[config.mk]
export PLATFORM = sky130hd
export DESIGN_NAME = clk_int_div_dyn
export DESIGN_NICKNAME = d
export VERILOG_FILES = /design/src/rtl/clk_int_div_dyn.sv
export SDC_FILE = /design/constraint.sdc
export NUM_CORES = 1
export LEC_CHECK = 0
export CORE_ASPECT_RATIO = 0.9
export CORE_MARGIN = 1.5
export CORE_UTILIZATION = 45
export CTS_BUF_LIST = sky130_fd_sc_hd__clkbuf_4 sky130_fd_sc_hd__clkbuf_8
export CTS_CLUSTER_SIZE = 24
export DETAILED_ROUTE_END_ITERATION = 10
export PLACE_DENSITY = 0.68
export SYNTH_ARGS = -nofsm -noshare
export SYNTH_HDL_FRONTEND = slang
export SYNTH_SLANG_ARGS = --single-unit
[constraint.sdc]
create_clock -name clk_i -period 4.2 [get_ports clk_i]
set_input_delay 0.63 -clock clk_i [delete_from_list [all_inputs] [get_ports clk_i]]
set_output_delay 0.63 -clock clk_i [all_outputs]
set_load 0.01 [all_outputs]
[src/rtl/clk_int_div_dyn.sv]
// -----------------------------------------------------------------------------
// clk_int_div_dyn
//
// Runtime-programmable integer clock divider. Produces clk_o = clk_i / D, where
// D is loaded over a valid/ready handshake and only takes effect at an output
// period boundary (or immediately while stopped), so clk_o never glitches.
// Starting and stopping via en_i also happen on period boundaries: a stop
// request always lets the current period finish.
//
// Optional feature (compile-time macro CLK_INT_DIV_DYN_ODD_DUTY50_EN):
//   When defined, an extra negedge flop stretches the high phase by half a
//   source cycle for odd D, giving an exact 50% duty cycle. When undefined,
//   odd D gives H high cycles and H+1 low cycles (H = D>>1).
//
// Parameters:
//   DIV_VALUE_WIDTH  width of the ratio, the phase counter and clk_cnt_o
//   DIV_RESET_VALUE  ratio active after reset (values below 2 become 2)
//
// Ports:
//   clk_i        source clock (posedge logic, plus optional negedge flop)
//   rst_i        asynchronous active-high reset
//   en_i         run request; 0 stops the output at the next period end
//   div_i        requested ratio; 0 and 1 are treated as 2
//   div_valid_i  div_i is valid
//   div_ready_o  no update pending; handshake completes on valid & ready
//   div_done_o   one-cycle pulse when the pending ratio becomes active
//   clk_cnt_o    current phase counter, 0..D-1
//   clk_o        divided clock
// -----------------------------------------------------------------------------
module clk_int_div_dyn #(
  parameter int DIV_VALUE_WIDTH = 8,
  parameter int DIV_RESET_VALUE = 2
) (
  input  logic                       clk_i,
  input  logic                       rst_i,
  input  logic                       en_i,
  input  logic [DIV_VALUE_WIDTH-1:0] div_i,
  input  logic                       div_valid_i,
  output logic                       div_ready_o,
  output logic                       div_done_o,
  output logic [DIV_VALUE_WIDTH-1:0] clk_cnt_o,
  output logic                       clk_o
);

  localparam int W = DIV_VALUE_WIDTH;
  localparam logic [W-1:0] ONE       = W'(1);
  localparam logic [W-1:0] MIN_DIV   = W'(2);
  localparam logic [W-1:0] RESET_DIV = (DIV_RESET_VALUE < 2) ? MIN_DIV : W'(DIV_RESET_VALUE);

  typedef enum logic {
    IDLE = 1'b0,
    RUN  = 1'b1
  } state_t;

  state_t       state_q;
  state_t       state_next;
  logic [W-1:0] div_q;
  logic [W-1:0] div_next;
  logic [W-1:0] pend_q;
  logic [W-1:0] cnt_q;
  logic [W-1:0] cnt_next;
  logic         ready_q;
  logic         done_q;
  logic         clk_q;
  logic         clk_next;
  logic         period_end;
  logic         accept;
  logic         apply;

  // Ratios below 2 cannot produce a toggling output, so they are raised to 2.
  function automatic logic [W-1:0] clamp_div(input logic [W-1:0] value);
    return (value < MIN_DIV) ? MIN_DIV : value;
  endfunction

  // Next-state decode. A pending ratio is applied on the same edge that
  // restarts the counter, and the new ratio already decides the first
  // high phase of the period that begins there.
  always_comb begin
    period_end = (state_q == RUN) && (cnt_q == (div_q - ONE));
    accept     = div_valid_i && ready_q;
    apply      = !ready_q && (period_end || (state_q == IDLE));

    state_next = state_q;
    case (state_q)
      IDLE:    if (en_i) state_next = RUN;
      RUN:     if (period_end && !en_i) state_next = IDLE;
      default: state_next = IDLE;
    endcase

    cnt_next = '0;
    if ((state_q == RUN) && !period_end) begin
      cnt_next = cnt_q + ONE;
    end

    div_next = apply ? pend_q : div_q;
    clk_next = (state_next == RUN) && (cnt_next < (div_next >> 1));
  end

  // Accept and apply are mutually exclusive: accept needs ready high while
  // apply needs an update pending (ready low). A valid arriving on the edge
  // where ready returns high therefore sees ready=0 and is ignored.
  always_ff @(posedge clk_i or posedge rst_i) begin
    if (rst_i) begin
      state_q <= IDLE;
      div_q   <= RESET_DIV;
      pend_q  <= RESET_DIV;
      cnt_q   <= '0;
      ready_q <= 1'b1;
      done_q  <= 1'b0;
      clk_q   <= 1'b0;
    end else begin
      state_q <= state_next;
      div_q   <= div_next;
      cnt_q   <= cnt_next;
      clk_q   <= clk_next;
      done_q  <= apply;
      if (accept) begin
        pend_q  <= clamp_div(div_i);
        ready_q <= 1'b0;
      end else if (apply) begin
        ready_q <= 1'b1;
      end
    end
  end

`ifdef CLK_INT_DIV_DYN_ODD_DUTY50_EN
  logic neg_q;

  // Half-cycle delayed copy of the posedge output. ORing it in for odd D
  // extends the high phase by half a source cycle. At every ratio change
  // clk_q has just been low for a whole cycle, so neg_q is 0 and the
  // switch between ORed and plain output cannot glitch.
  always_ff @(negedge clk_i or posedge rst_i) begin
    if (rst_i) begin
      neg_q <= 1'b0;
    end else begin
      neg_q <= clk_q;
    end
  end

  assign clk_o = clk_q | (div_q[0] & neg_q);
`else
  assign clk_o = clk_q;
`endif

  assign div_ready_o = ready_q;
  assign div_done_o  = done_q;
  assign clk_cnt_o   = cnt_q;

endmodule

==> impl_metrics.py, run 1 <==
metrics = {
    "logic_synthesis": {
        "synth_cell_type_count": 36,
        "syn_nets": 165,
        "avgSynthCellArea_um2": 10.9,
        "ys_warn_count": 0,
        "yosys.area.top_type_share": 0.394,
        "syn_area_mm2": 0.00159,
        "synth.area.top_cells": "dfrtp_1 39%, mux2_2 8.5%, ha_1 6.3%",
        "syn_inst": 145,
        "yosysSeqAreaShare": 0.444,
        "ys_ff_latch": 28,
        "yosys.area.top_type": "dfrtp_1",
    },
    "sta": {
        "setup_viol": 0,
        "skew_ns": 0.00365,
        "finalCriticalPeriod_ns": 3.61,
        "period_share": 0.858,
        "rsz0062_at_grt": "no",
        "maxSlewHeadroom": 0.316,
        "slew_viol_final": 0,
        "fin_setup_tns_ns": 0,
        "tightest_slew_ns": 1.03,
        "max_freq_mhz": 277,
        "final_hold_viol_count": 0,
    },
    "power": {
        "power_density_mw_per_mm2": 233,
        "p_seq_frac": 0.615,
        "p_total_mw": 0.438,
        "p_int_mw": 0.353,
        "power_frac_comb": 0.039,
        "p_leak_nw": 0.848,
        "p_sw_mw": 0.0851,
        "p_sw_frac": 0.194,
        "clockPowerShare": 0.346,
        "vdd_drop_max_v": 0.000178,
    },
    "clock_network": {
        "clk_pin_slew_ns": 0.09,
        "cts.sinks": 28,
        "clk_latency_ns": 0.27,
        "cts_max_level": 1,
        "holdBufCountCts": 0,
        "postCtsSetupBuffers": 0,
        "cts_tree": "built",
        "clock_path_buffers": 2,
        "ctsResizeCount": 0,
        "cts_buffers": 3,
        "cts_root_buffer": "clkbuf_8",
    },
    "floorplan": {
        "start_util": 0.470,
        "rows": 20,
        "die_x_um": 65.6,
        "die_area_mm2": 0.00389,
        "die_h_um": 59.3,
        "coreArea_mm2": 0.00338,
        "io_pins": 23,
    },
    "setup_path": {
        "critPathKind": "flop to flop",
        "critical_path.max_fanout": 9,
        "crit_required_ns": 4.37,
        "cp-start-kind": "flop",
        "crit_path_end_kind": "flop",
        "cp.arrival_ns": 3.78,
    },
    "global_route": {
        "grt_pass1_vias": 1093,
        "overflow": 0,
        "grt_max_degree": 29,
        "antenna_found_initial": 0,
        "grt_usage": 0.173,
        "grt_pass1_wl_um": 5040,
    },
    "detailed_routing": {
        "ant_nets": 0,
        "wirelength_um": 3040,
        "drt_first_pass_iters": 4,
        "wl_per_cell_um": 14.2,
        "first_iter_violations": 49,
        "viasPerCell": 5.31,
        "drcViolationCount": 0,
        "vias": 1131,
    },
    "cells_and_area": {
        "diodes": 0,
        "fillCellCount": 306,
        "syn_to_final_growth_pct": 18.7,
        "layout.nets": 190,
        "layout-drive-gt1-share": 0.136,
    },
    "min_path": {
        "hp-class": "flop to flop",
    },
    "place": {
        "hpwl_um": 2390,
        "numPortBuffers": 22,
        "gp_congestion": 0.921,
    },
    "outcome": {
        "status": "complete, no violations",
    },
    "flow_run": {
        "maxCapViolCount": 0,
    },
}
[logic make-up after synthesis]
kind of cell / count (synthesis) / synth area share
buf+inv: 10 / 0.0410
xor+xnor: 16 / 0.0883
flops: 28 / 0.444
compound gates: 17 / 0.0773
simple gates: 46 / 0.147
fa+ha+maj: 8 / 0.0631
mux: 20 / 0.139
[stage by stage]
stage | hold WS, ns | util | worst slack [ns] | cells | cell area (um^2)
2_1_floorplan | 0.474 | - | 0.834 | 145 | 1590
3_3_place_gp | 0.504 | 0.543 | 0.744 | 209 | 1830
3_5_place_dp | 0.516 | 0.543 | 0.610 | 209 | 1830
4_1_cts | 0.532 | 0.557 | 0.583 | 213 | 1880
5_1_grt | 0.572 | 0.557 | 0.362 | 213 | 1880
6_report | 0.530 | 0.557 | 0.595 | 213 | 1880
[Yosys cell counts]
library cell	count
or3_1	1
clkbuf_1	1
nand4b_1	1
buf_12	1
a31o_1	1
and2_1	1
nor4_1	3
and3b_1	1
a311oi_1	1
o21ai_0	5
nand4_1	2
a31oi_1	1
dfrtp_1	25
a21oi_1	6
and4_1	1
xor2_1	6
o41ai_4	1
nor3_1	3
nand3_1	5
nand2b_1	1
xnor2_1	10
nor2_1	13
mux2_2	12
buf_4	1
dfstp_2	3
and3_1	1
inv_1	6
nand3b_1	1
ha_1	8
buf_6	1
mux2i_1	7
nor2b_1	4
a22o_1	1
nand2_1	8
o21a_1	1
mux2_4	1
[final timing paths]
kind                                            start                     end  slack, ns  cells after the start
worst max-delay path               div_q[1]$_DFF_PP1_         clk_o$_DFF_PP0_       0.59                     13
worst min-delay path            pend_q[1]$_DFFE_PP1P_   pend_q[1]$_DFFE_PP1P_       0.53                      2
worst max register to register     div_q[1]$_DFF_PP1_         clk_o$_DFF_PP0_       0.59                     13
worst min register to register  pend_q[1]$_DFFE_PP1P_   pend_q[1]$_DFFE_PP1P_       0.53                      2
max in group asynchronous                       rst_i  clk_cnt_o[5]$_DFF_PP0_       2.68                      2
min in group asynchronous                       rst_i   pend_q[7]$_DFFE_PP0P_       0.90                      2
[power groups by stage]
stage	registers, mW	clock network, mW	logic (mW)
global placement	0.275	0	0.0174
CTS	0.270	0.156	0.0177
floorplan	0.275	0	0.00476
finish	0.269	0.152	0.0171
detailed placement	0.275	0	0.0177
global route	0.270	0.168	0.0188
[sequential cells by signal, indices dropped and copies added, names as in the netlist]
name	cells
div_ready_o	1
state_q	1
clk_cnt_o	8
pend_q	8
div_done_o	1
div_q	8
clk_o	1
[cells in the final DEF (no fill, tap or decap), drive strengths merged, types with 2 or more instances in the layout]
master	instances
nand4	2
clkbuf	4
nand2	8
a21oi	6
mux2i	7
o21ai	5
xor2	6
ha	8
dfstp	3
nor2	13
buf	2
clkdlybuf4s50	22
mux2	13
nor4	3
nand3	5
inv	6
nor2b	4
xnor2	10
dfrtp	25
nor3	3
[worst max-delay path, cell delays in order (launching register included)]
cell      delay, ns
dfstp_2        0.57
inv_1          0.06
ha_1           0.22
or3_1          0.38
a31o_1         0.26
o41ai_4        0.36
and2_1         0.44
mux2i_1        0.28
ha_1           0.27
a21oi_1        0.19
nor2_1         0.06
nor2_1         0.10
nand2_1        0.07
a311oi_1       0.24
[cell type report]
type	instances	area [um^2]	share of cell area
multi-input cells	107	817	0.434
inverters	6	22.5	0.0120
flip-flops and latches	28	704	0.374
well taps	44	55.1	0.0292
clock buffers	4	48.8	0.0259
repair buffers	24	235	0.125
[routing by layer]
layer,part of all wire,vias up,GRT usage
li1,-,559,-
met1,0.48,541,0.233
met2,0.48,29,0.297
met3,0.033,2,0.0285
met4,0.0056,0,0.0357
met5,0,-,0
No activity file was read; power rests on OpenSTA's default activity.
==> inputs of run 2 (changes only) <==
- clock period: 4.2 -> 3.6 ns (I/O delays scaled with it)
==> run 2 against run 1 <==
Net effect:
- sequential power is 17% higher
- via count is 1.2% higher
- largest cell class unchanged
- utilization is 0.52 points higher
- final area is 0.93% higher
- clock power is 18% higher
- critical endpoint unchanged
- flip-flop and latch count stayed put
- hold slack better by 0.0040 ns
- largest power group unchanged
- power is 17% higher
- global-route usage is 1.5 points higher
==> impl_metrics.py, run 2 (synthesized netlist as in run 1, its figures left out) <==
metrics = {
    "clock_network": {
        "holdBufCountCts": 0,
        "cts_tree": "built",
        "cts_root_buffer": "clkbuf_8",
        "cts.sinks": 28,
        "cts_buffers": 3,
        "clock_path_buffers": 2,
        "clk_pin_slew_ns": 0.09,
        "clk_latency_ns": 0.27,
        "cts_max_level": 1,
    },
    "power": {
        "power_density_mw_per_mm2": 270,
        "vdd_drop_max_v": 0.000148,
        "p_leak_nw": 0.860,
    },
    "sta": {
        "fin_setup_tns_ns": 0,
        "rsz0062_at_grt": "no",
        "setup_viol": 0,
        "final_hold_viol_count": 0,
        "maxSlewHeadroom": 0.316,
        "period_share": 0.931,
        "tightest_slew_ns": 1.03,
        "skew_ns": 0.00341,
        "max_freq_mhz": 298,
        "finalCriticalPeriod_ns": 3.35,
        "whs_ns": 0.534,
        "slew_viol_final": 0,
    },
    "global_route": {
        "grt_pass1_vias": 1172,
        "grt_pass1_wl_um": 5460,
        "grt_usage": 0.188,
        "overflow": 0,
        "grt_max_degree": 29,
        "antenna_found_initial": 0,
    },
    "floorplan": {
        "start_util": 0.470,
        "rows": 20,
        "io_pins": 23,
        "die_x_um": 65.6,
        "die_area_mm2": 0.00389,
        "coreArea_mm2": 0.00338,
        "die_h_um": 59.3,
    },
    "cells_and_area": {
        "syn_to_final_growth_pct": 19.8,
        "diodes": 0,
        "layout.nets": 192,
        "final_common_cell": "dfrtp_1",
        "fillCellCount": 312,
        "regArea_um2": 704,
        "finish.utilization": 0.563,
        "multi_input_area_um2": 820,
        "stdcell_count": 215,
        "layout-drive-gt1-share": 0.152,
        "layout_common_cells": "25 x dfrtp_1, 22 x clkdlybuf4s50_1, 13 x nor2_1, 12 x mux2_2, 10 x xnor2_1",
    },
    "setup_path": {
        "critPathMaxStageDelay_ns": 0.55,
        "critPathKind": "flop to flop",
        "crit_path_frequent_cell": "ha_1",
        "critPathTopFamily": "compound AO/OA/AOI/OAI gates",
        "crit_path_top_delay_cell": "dfstp_2",
        "cp.arrival_ns": 3.54,
        "crit_required_ns": 3.78,
        "critical_path.max_fanout": 5,
        "cp_num_buf_inv": 2,
        "path_cells": "inv_1, ha_1, or3_1, a31o_1, o41ai_4, and2_4, buf_4, mux2i_1, ha_1, a21oi_1, nor2b_1, o21ai_0, nand2_1, a311oi_1",
        "cp-start-kind": "flop",
        "crit_path_end_kind": "flop",
    },
    "outcome": {
        "status": "complete, no violations",
    },
    "place": {
        "hpwl_um": 2600,
        "numPortBuffers": 22,
        "gp_congestion": 0.871,
        "dp_cells": 210,
    },
    "detailed_routing": {
        "drcViolationCount": 0,
        "wl_per_cell_um": 15.2,
        "vias": 1145,
        "drt_first_pass_iters": 4,
        "ant_nets": 0,
        "first_iter_violations": 34,
        "wirelength_um": 3270,
        "viasPerCell": 5.33,
    },
    "min_path": {
        "hp-class": "flop to flop",
    },
    "flow_run": {
        "maxCapViolCount": 0,
    },
}
run 2: report_power, final:
group	internal (mW)	switching, mW
registers	0.314	0
logic	0.0111	0.00892
clock network	0.0869	0.0920
run 2: path summary, 6_finish.rpt:
kind	slack [ns]	to	startpoint	cells after the start
max in group asynchronous	2.17	clk_cnt_o[0]$_DFF_PP0_	rst_i	2
max	0.25	clk_o$_DFF_PP0_	div_q[1]$_DFF_PP1_	14
min	0.53	pend_q[0]$_DFFE_PP0P_	pend_q[0]$_DFFE_PP0P_	1
max reg2reg	0.25	clk_o$_DFF_PP0_	div_q[1]$_DFF_PP1_	14
min in group asynchronous	0.80	pend_q[6]$_DFFE_PP0P_	rst_i	2
min reg2reg	0.53	pend_q[0]$_DFFE_PP0P_	pend_q[0]$_DFFE_PP0P_	1
run 2: cell type report:
| cell class | count | share of cell area |
|---|---|---|
| repair buffers | 26 | 0.132 |
| flip-flops and latches | 28 | 0.371 |
| inverters | 6 | 0.0118 |
| well taps | 44 | 0.0290 |
| clock buffers | 4 | 0.0257 |
| multi-input cells | 107 | 0.431 |
run 2: what timing repair did:
item	in CTS	in global routing
setup buffers	0	1
resized for setup	0	1
endpoints found under the hold margin	0	0
endpoints found under the setup margin	0	1
run 2: through the flow:
step / area, um^2 / worst slack (ns) / power, mW
6_report: 1900 / 0.249 / 0.513
5_1_grt: 1900 / 0.0187 / 0.532
4_1_cts: 1890 / 0.165 / 0.519
3_5_place_dp: 1840 / 0.197 / 0.341
3_3_place_gp: 1840 / 0.265 / 0.341
2_1_floorplan: 1590 / 0.234 / 0.326
run 2: layer usage:
metal,wire length (um),global-route usage,part of all wire
met5,0,0,0
met4,46,0.0685,0.014
met3,94,0.0228,0.029
met2,1610,0.325,0.49
met1,1520,0.244,0.46
==> inputs of run 3 (changes only) <==
- CORE_UTILIZATION: 45 -> 50
- PLACE_DENSITY: 0.68 -> 0.74
==> run 3 against run 2 <==
Net effect:
- via count barely moved
- critical path depth rose by 1
- combinational power barely moved
- flip-flop and latch count did not move
- register-to-register slack improved by 0.05 ns
- final area fell by 0.20%
- cell count fell by 0.93%
- critical path type unchanged
- critical endpoint unchanged
- largest cell class unchanged
- largest power group unchanged
- highest routed layer unchanged
==> impl_metrics.py, run 3 (synthesized netlist as in run 1, its figures left out) <==
metrics = {
    "setup_path": {
        "critPathKind": "flop to flop",
        "r2r_cells": 15,
        "cp-start-kind": "flop",
        "r2r_slack_ns": 0.30,
        "crit_path_end_kind": "flop",
        "r2r_end": "clk_o$_DFF_PP0_",
        "crit_path_end": "clk_o$_DFF_PP0_",
        "worstReg2RegStart": "div_q[1]$_DFF_PP1_",
        "crit_required_ns": 3.85,
        "critical_path.max_fanout": 8,
        "cp.arrival_ns": 3.55,
        "crit_start": "div_q[1]$_DFF_PP1_",
    },
    "floorplan": {
        "io_pins": 23,
        "start_util": 0.521,
        "die_area_mm2": 0.00352,
        "die_x_um": 62.4,
        "rows": 19,
        "die_h_um": 56.4,
        "coreArea_mm2": 0.00304,
    },
    "clock_network": {
        "clk_pin_slew_ns": 0.15,
        "cts_root_buffer": "clkbuf_4",
        "clk_latency_ns": 0.34,
        "cts_max_level": 1,
        "cts.sinks": 28,
        "holdBufCountCts": 0,
        "cts_tree": "built",
        "cts_buffers": 3,
        "clock_path_buffers": 2,
    },
    "power": {
        "p_total_mw": 0.493,
        "vdd_drop_max_v": 0.000188,
        "p_leak_nw": 0.857,
        "power_density_mw_per_mm2": 260,
    },
    "global_route": {
        "grt_pass1_vias": 1185,
        "antenna_found_initial": 0,
        "overflow": 0,
        "grt_usage": 0.198,
        "grt_pass1_wl_um": 5310,
        "grt_max_degree": 29,
    },
    "place": {
        "hpwl_um": 2440,
        "gp_congestion": 0.815,
        "numPortBuffers": 22,
    },
    "cells_and_area": {
        "syn_to_final_growth_pct": 19.6,
        "layout-drive-gt1-share": 0.164,
        "final_common_cell": "dfrtp_1",
        "diodes": 0,
        "layout_common_cells": "25 x dfrtp_1, 22 x clkdlybuf4s50_1, 13 x nor2_1, 12 x mux2_2, 10 x xnor2_1",
        "layout.nets": 192,
    },
    "sta": {
        "fin_setup_tns_ns": 0,
        "rsz0062_at_grt": "no",
        "period_share": 0.917,
        "skew_ns": 0.00345,
        "maxSlewHeadroom": 0.310,
        "final_hold_viol_count": 0,
        "max_freq_mhz": 303,
        "setup_viol": 0,
        "tightest_slew_ns": 1.03,
        "whs_ns": 0.549,
        "slew_viol_final": 0,
        "finalCriticalPeriod_ns": 3.30,
    },
    "detailed_routing": {
        "viasPerCell": 5.37,
        "ant_nets": 0,
        "wirelength_um": 3160,
        "first_iter_violations": 60,
        "drcViolationCount": 0,
        "drt_first_pass_iters": 4,
        "wl_per_cell_um": 14.8,
        "vias": 1144,
    },
    "min_path": {
        "min_path_cells": 2,
        "hp-class": "flop to flop",
    },
    "flow_run": {
        "maxCapViolCount": 0,
    },
    "outcome": {
        "status": "complete, no violations",
    },
}
==> run 3: cell counts in the layout (fill, tap and decap cells not counted) <==
No cell type changed its count.
==> run 3: power by group <==
group          switching [mW]  internal, mW  total, mW
registers                   0         0.315      0.315
clock network          0.0961        0.0621      0.158
logic                 0.00886        0.0111     0.0200
total                   0.105         0.388      0.493
==> run 3: how the worst min path moves through the flow <==
stage / to / slack, ns / from
final: pend_q[1]$_DFFE_PP1P_ / 0.55 / pend_q[1]$_DFFE_PP1P_
after global routing: pend_q[3]$_DFFE_PP0P_ / 0.60 / pend_q[3]$_DFFE_PP0P_
after CTS: pend_q[1]$_DFFE_PP1P_ / 0.55 / pend_q[1]$_DFFE_PP1P_
after detailed placement: pend_q[1]$_DFFE_PP1P_ / 0.53 / pend_q[1]$_DFFE_PP1P_
after global placement: pend_q[0]$_DFFE_PP0P_ / 0.52 / pend_q[0]$_DFFE_PP0P_
after floorplan: pend_q[0]$_DFFE_PP0P_ / 0.47 / pend_q[0]$_DFFE_PP0P_
==> run 3: area by class of cell <==
type                            instances  area (um^2)
Fill cell                             277         1150
Multi-Input combinational cell        107          827
Sequential cell                        28          704
Timing Repair Buffer                   26          254
Tap cell                               42         52.6
Clock buffer                            4         36.3
Inverter                                6         22.5
==> run 3: repair_timing <==
action                                  in CTS  in global routing
resized for setup                            0                  6
endpoints found under the setup margin       0                  1
setup buffers                                0                  1
==> run 3: worst max-delay path, cell delays in order, from the launching register on <==
cell and delay [ns]:
dfstp_2 0.58, inv_1 0.06, ha_1 0.29, xnor2_1 0.13
nor2_1 0.10, nand4b_1 0.19, o41ai_4 0.40, and2_4 0.27
buf_6 0.15, mux2i_1 0.21, ha_1 0.25, nand4_1 0.12
nor2_1 0.06, nor2_1 0.08, nand2_1 0.06, a311oi_1 0.25
==> run 3: layer usage <==
metal | share of wire | wire (um) | up-vias | global-route usage
met5 | 0 | 0 | - | 0
met4 | 0.017 | 53 | 0 | 0.102
met3 | 0.051 | 161 | 4 | 0.0321
met2 | 0.49 | 1540 | 31 | 0.339
met1 | 0.44 | 1410 | 542 | 0.243
li1 | - | - | 567 | -
==> run 3: stage by stage <==
stage,worst slack (ns),area [um^2],cells,utilization
floorplan,0.234,1590,145,-
global placement,0.185,1840,208,0.604
detailed placement,0.0536,1840,208,0.604
CTS,0.00968,1880,212,0.616
global route,0.0575,1900,213,0.623
finish,0.298,1900,213,0.623
